**src/rtl/i2s_master_ctrl.sv**
```systemverilog
// Master-mode I2S bus sequencer: derives SCLK/WS from the system clock and
// provides clk-domain bit-edge, slot and frame strobes for rx/tx shift logic.
// Start/stop happen on frame boundaries; divider changes apply only at frame start.
module i2s_master_ctrl #(
    parameter int unsigned WIDTH = 16,
    parameter int unsigned DIV_W = 8
) (
    input  logic                       clk_i,
    input  logic                       rst_ni,
    input  logic                       en_i,
    input  logic [DIV_W-1:0]           div_i,
    output logic                       sclk_o,
    output logic                       ws_o,
    output logic                       sclkRise_o,
    output logic                       sclkFall_o,
    output logic [$clog2(2*WIDTH)-1:0] slot_o,
    output logic                       frameStart_o,
    output logic                       busy_o
);

    localparam int unsigned SlotW = $clog2(2*WIDTH);
    localparam logic [SlotW-1:0] SlotLast = SlotW'(2*WIDTH-1);
    localparam logic [SlotW-1:0] SlotWsHi = SlotW'(WIDTH-1);

    typedef enum logic [1:0] {StIdle, StRun, StDrain} state_e;

    state_e             state_q, state_d;
    logic [DIV_W-1:0]   cnt_q, cnt_d;
    logic [DIV_W-1:0]   div_lat_q, div_lat_d;
    logic               sclk_q, sclk_d;
    logic               ws_q, ws_d;
    logic               rise_q, rise_d;
    logic               fall_q, fall_d;
    logic               fs_q, fs_d;
    logic               busy_q, busy_d;
    logic [SlotW-1:0]   slot_q, slot_d;
    logic [SlotW-1:0]   slot_nxt;

    // Next-state: sequencing, half-period counter, SCLK/WS generation and strobes.
    always_comb begin
        state_d   = state_q;
        cnt_d     = cnt_q;
        div_lat_d = div_lat_q;
        sclk_d    = sclk_q;
        ws_d      = ws_q;
        slot_d    = slot_q;
        rise_d    = 1'b0;
        fall_d    = 1'b0;
        fs_d      = 1'b0;
        slot_nxt  = (slot_q == SlotLast) ? '0 : slot_q + 1'b1;

        unique case (state_q)
            StIdle: begin
                if (en_i) begin
                    state_d   = StRun;
                    div_lat_d = div_i;
                    cnt_d     = '0;
                end
            end
            StRun, StDrain: begin
                if (state_q == StRun && !en_i) begin
                    state_d = StDrain;
                end else if (state_q == StDrain && en_i) begin
                    state_d = StRun;
                end

                if (cnt_q == div_lat_q) begin
                    cnt_d = '0;
                    if (!sclk_q) begin
                        sclk_d = 1'b1;
                        rise_d = 1'b1;
                    end else begin
                        sclk_d = 1'b0;
                        fall_d = 1'b1;
                        if (slot_q == SlotLast && state_q == StDrain && !en_i) begin
                            // Stop edge: SCLK parks low, slot holds, no frame start.
                            state_d = StIdle;
                            ws_d    = 1'b0;
                        end else begin
                            slot_d = slot_nxt;
                            if (slot_nxt == '0) begin
                                fs_d      = 1'b1;
                                div_lat_d = div_i;
                            end
                            // WS changes one bit ahead of the channel it selects.
                            if (slot_nxt == SlotWsHi) begin
                                ws_d = 1'b1;
                            end else if (slot_nxt == SlotLast) begin
                                ws_d = 1'b0;
                            end
                        end
                    end
                end else begin
                    cnt_d = cnt_q + 1'b1;
                end
            end
            default: state_d = StIdle;
        endcase

        busy_d = (state_d != StIdle);
    end

    // State and output registers; async reset aborts any frame in progress.
    always_ff @(posedge clk_i or negedge rst_ni) begin
        if (!rst_ni) begin
            state_q   <= StIdle;
            cnt_q     <= '0;
            div_lat_q <= '0;
            sclk_q    <= 1'b0;
            ws_q      <= 1'b0;
            rise_q    <= 1'b0;
            fall_q    <= 1'b0;
            fs_q      <= 1'b0;
            busy_q    <= 1'b0;
            slot_q    <= SlotLast;
        end else begin
            state_q   <= state_d;
            cnt_q     <= cnt_d;
            div_lat_q <= div_lat_d;
            sclk_q    <= sclk_d;
            ws_q      <= ws_d;
            rise_q    <= rise_d;
            fall_q    <= fall_d;
            fs_q      <= fs_d;
            busy_q    <= busy_d;
            slot_q    <= slot_d;
        end
    end

    assign sclk_o       = sclk_q;
    assign ws_o         = ws_q;
    assign sclkRise_o   = rise_q;
    assign sclkFall_o   = fall_q;
    assign slot_o       = slot_q;
    assign frameStart_o = fs_q;
    assign busy_o       = busy_q;

endmodule

```
**config.mk**
```make
export PLATFORM = sky130hd
export DESIGN_NAME = i2s_master_ctrl
export DESIGN_NICKNAME = d
export VERILOG_FILES = /design/src/rtl/i2s_master_ctrl.sv
export SDC_FILE = /design/constraint.sdc
export NUM_CORES = 1
export LEC_CHECK = 0
export ABC_CLOCK_PERIOD_IN_PS = 3310
export CELL_PAD_IN_SITES_DETAIL_PLACEMENT = 1
export CELL_PAD_IN_SITES_GLOBAL_PLACEMENT = 2
export CORE_UTILIZATION = 35
export DETAILED_ROUTE_END_ITERATION = 8
export PLACE_DENSITY_LB_ADDON = 0.1
export SETUP_SLACK_MARGIN = 0.15
export SYNTH_ARGS = -nofsm -noshare
export SYNTH_HDL_FRONTEND = slang
export SYNTH_SLANG_ARGS = --single-unit
```
**constraint.sdc**
```tcl
create_clock -name clk_i -period 3.31 [get_ports clk_i]
set_input_delay 0.331 -clock clk_i [delete_from_list [all_inputs] [get_ports clk_i]]
set_output_delay 0.331 -clock clk_i [all_outputs]
set_load 0.03 [all_outputs]
```
# --- Word level (Yosys, flattened, before mapping) ---
# Cells that the tools add are included.
word_totals:
  out_inout_bits: 11
  elab_cells: 71
  inputBits: 11
  ff_bits: 29
classes:
  n_bitwise: 1
  add_sub_neg: 2
  eq_ne: 11
  mux: 31
  n_reduce_logical: 16
op_table:
  columns: ["operator", "n"]
  rows:
  - ["$mux 8", 7]
  - ["$pmux 8 s2", 2]
  - ["$mux 1", 14]
  - ["$mux 2", 6]
  - ["$eq 5x5->1 const B", 2]
  - ["$ne 2x2->1 const B", 5]
  - ["$add 8x1->8 const B", 1]
  - ["$eq 8x8->1", 1]
  - ["$reduce_and 4->1", 2]
  - ["$reduce_and 6->1", 1]
  - ["$add 5x1->5 const B", 1]
  - ["$eq 5x4->1 const B", 1]
  - ["$logic_not 5->1", 1]
  - ["$mux 5", 1]
  - ["$logic_and 1x1->1", 4]
  - ["$pmux 2 s2", 1]
  - ["$reduce_and 2->1", 2]
  - ["$reduce_bool 2->1", 2]
  - ["$reduce_bool 3->1", 1]
  - ["$eq 2x1->1 const B", 1]
  - ["$eq 2x2->1 const B", 1]
  - ["$logic_not 2->1", 1]
  - ["$reduce_or 2->1", 1]
  - ["$logic_not 1->1", 1]
  - ["$not 1->1", 1]

# --- Longest topological paths before layout ---
logic_depth:
  depth_word: 9
  ltp_mapped: 11
  depth_no_buf: 8

# --- Worst setup path after synthesis ---
# OpenSTA, ideal clock, no wires.
synth_path:
  path_type: "register to register"
  from: "register slot_q[0], in the netlist slot_o[0]"
  to: "register div_lat_q[0]"
  path_stages_with_launch: 11
  setup_ns: 0.123
  required_time_ns: 3.187
  setup_slack_ns: 0.519
  path_buffers: 2
  arrival_time_ns: 2.668
  synth_period_minus_slack_ns: 2.791
  path_cell_list: "dfstp_2 ha_1 and3_1 ha_1 or4b_1 o32a_1 buf_6 or2_1 buf_6 a221oi_2 nand2_1"
synth_between:
  elab_chain_cells: 5
  elab_cells_between_ends: 9
  cone_classes: "add/sub: 1; eq/ne: 3; mux: 1; reduce/logical: 4"
synth_lines:
  columns: ["element", "line_no", "source"]
  rows:
  - ["from (decl)", "36", "logic [SlotW-1:0] slot_q, slot_d;"]
  - ["from (signal assigned)", "115", "slot_q <= SlotLast;"]
  - ["from (signal assigned)", "126", "slot_q <= slot_d;"]
  - ["$add 5x1->5 or $eq 5x5->1 (tied branches)", "50", "slot_nxt = (slot_q == SlotLast) ? '0 : slot_q + 1'b1;"]
  - ["$mux 5 *", "50", null]
  - ["named net slot_nxt[4]", "37", "logic [SlotW-1:0] slot_nxt;"]
  - ["$logic_not 5->1 *", "81", "if (slot_nxt == '0) begin"]
  - ["$ne 2x2->1 (no source line) *", null, null]
  - ["$reduce_and 6->1 (no source line) *", null, null]
  - ["to (signal assigned)", "119", "div_lat_q <= div_lat_d;"]
  - ["to (decl)", "29", "logic [DIV_W-1:0] div_lat_q, div_lat_d;"]
# The timed path passes the listed nets; every way through them passes the cells marked *.
# A chain may end at the register's enable or synchronous reset.

# --- Worst setup path in the final report ---
layout_path:
  from: "register slot_q[0], in the netlist slot_o[0]"
  to: "register div_lat_q[6]"
# Same word-level chain as after synthesis.

==> out/qor.yml <==
place_area_um2: 2200
wl_met3_um: 108
syn_avg_cell_area_um2: 9.67
end_kind: "flip-flop"
ff_latch_area_um2: 732
grt_pass1_wl_um: 7980
dp.cells: 284
drt_first_pass_iters: 3
rows: 26
ys_warn_count: 0
finalHoldViolations: 0
yosysTopAreaCell: "dfrtp_1"
skew_ns: 0.00742
synthTopCellsByArea: "dfrtp_1 (31%), dfstp_2 (6.8%), a221oi_2 (6.2%)"
fin_nets: 239
port-buffer-count: 21
grt_max_degree: 35
arrival_ns: 3.14
clockBufferDepth: 2
path_common_cell: "ha_1"
final_cell_area_um2: 2300
drc: 0
place_ws_ns: 0.295
cts.htree.levels: 2
final_cells: 292
whs_ns: 0.455
syn2layout_area_growth_pct: 18.8
final.setup.worst_slack_ns: 0.334
n_fill_cell: 609
fin_crit_sh_pct: 89.9
seq_area_frac_synth_pct: 37.8
clock-sinks: 29
ios: 22
finalSetupViolations: 0
antenna_found_initial: 0
slew_violations: 0
initial_core_util_pct: 37.2
timing.max_cap.violations: 0
worst_pin_slew_ns: 0.649
wire_per_inst_um: 15.8
slowest_delay_ns: 0.57
vias_per_cell: 5.39
tns_ns: 0
final_cell_mix: "dfrtp_1 (24), nand2_1 (22), clkdlybuf4s50_1 (21)"
fmax_mhz: 336
hold_class: "in -> async"
cts_tree: "done"
cp_max_fo: 9
met1Wirelength_um: 2040
finalPower_mw: 1.75
worstPathBufferInverterCount: 0
root_buffer: "clkbuf_8"
routabilityCongestion: 0.771
path_cells: "ha_1 > and3_1 > ha_1 > or4b_1 > o32a_1 > or2_2 > a221oi_2 > nand2_1"
dieArea_um2: 5830
rsz0062_at_grt: "no"
die_h_um: 76.3
ant_nets: 0
die_w_um: 76.3
final.min_clock_period_ns: 2.98
crit_family: "simple AND/OR/NAND/NOR gates"
critPathSlowestCell: "dfstp_2"
coreArea_um2: 5200
ir_drop_mv: 0.278
syn_area_um2: 1930
clk_latency_ns: 0.28
final_core_util_pct: 44.2
startpoint_type: "flip-flop"
num_antenna_cells: 0
status: "completed"
path_clk_slew_ns: 0.07
grt_usage_pct: 17.2
top_layer_used: "met4"
final_common_cell: "dfrtp_1"
ys_seq_elements: 29
synth_top_area_share_pct: 31.0
dp_hpwl_um: 3430
synthesis.instances: 200
first_global_vias: 1657
post_cts_buffers: 0
leakage_nw: 0.863
synth_cell_types: 37
grt_overflow_total: 0
drt-initial-drc-count: 30
postCtsHoldBufs: 0
num_vias: 1575
synth_nets: 218
worstPathRequired_ns: 3.48
wl_um: 4630
drive_gt1_share_pct: 13.1
multiInputGateArea_um2: 1130
crit_type: "reg -> reg"
postCtsResizedCells: 0
maxSlewHeadroom_pct: 56.7
wl_met2_um: 2410
cts_buffers: 5
p_per_area_nw_per_um2: 761
==> cell usage after synthesis (all sizes together) <==
master and instances:
a41oi 1, a2111oi 1, nand3 4, mux2i 11, or4b 1, a21oi 3
o32a 1, and4 1, a21o 1, o22ai 2, nand2b 2, buf 3
nand3b 2, xor2 10, mux2 5, ha 7, and3 2, nor3b 10
nor3 4, o31ai 4, nor2 15, dfrtp 24, or2 2, nor2b 4
clkbuf 7, nand4 3, a221oi 8, inv 5, dfstp 5, and2 9
nand2 22, o21ai 12, nor4 1, nor4b 8
==> worst paths after layout <==
path / from / slack, ns / end / cells after the start
worst max-delay path: slot_o[0] / 0.33 / div_lat_q[6] / 8
worst min-delay path: rst_ni / 0.46 / frameStart_o / 2
worst max register to register: slot_o[0] / 0.33 / div_lat_q[6] / 8
worst min register to register: slot_o[2] / 0.54 / slot_o[2] / 2
max in group asynchronous: rst_ni / 2.53 / slot_o[2] / 2
min in group clk_i: slot_o[2] / 0.54 / slot_o[2] / 2
==> flip-flops by register name, summed over array words and instances, names as in the netlist <==
register,count
state_q,2
slot_o,5
sclkRise_o,1
busy_o,1
sclk_o,1
sclkFall_o,1
cnt_q,8
ws_o,1
div_lat_q,8
frameStart_o,1
==> worst reg2reg max path, cell delays in order, from the launching register on <==
cell	delay, ns
dfstp_2	0.57
ha_1	0.23
and3_1	0.18
ha_1	0.27
or4b_1	0.48
o32a_1	0.31
or2_2	0.47
a221oi_2	0.28
nand2_1	0.08
==> final cells by class <==
class	instances	share of cell area, %
clock buffers	7	4.19
inverters	5	0.817
multi-input cells	156	49.0
flip-flops and latches	29	31.8
clock inverters	1	0.218
repair buffers	24	10.1
well taps	70	3.81
==> layer usage <==
metal | up-vias | global-route usage [%]
li1 | 765 | -
met1 | 783 | 20.2
met2 | 20 | 31.4
met3 | 7 | 2.63
met4 | 0 | 6.54
met5 | - | 0
==> where the power goes <==
group	internal [mW]	switching, mW	leakage [nW]
logic	0.361	0.500	0.464
clock network	0.188	0.138	0.0542
registers	0.449	0.114	0.345
total	0.998	0.752	0.863
==> kinds of logic after synthesis <==
family | synth area share (%)
AO/OA/AOI/OAI | 14.1
adder cells (fa/ha/maj) | 4.53
buffers and inverters | 4.14
multiplexers | 8.60
flip-flops | 37.8
XOR/XNOR | 4.53
AND/OR/NAND/NOR | 26.3
Note: power is estimated with default switching activity, not from simulation.
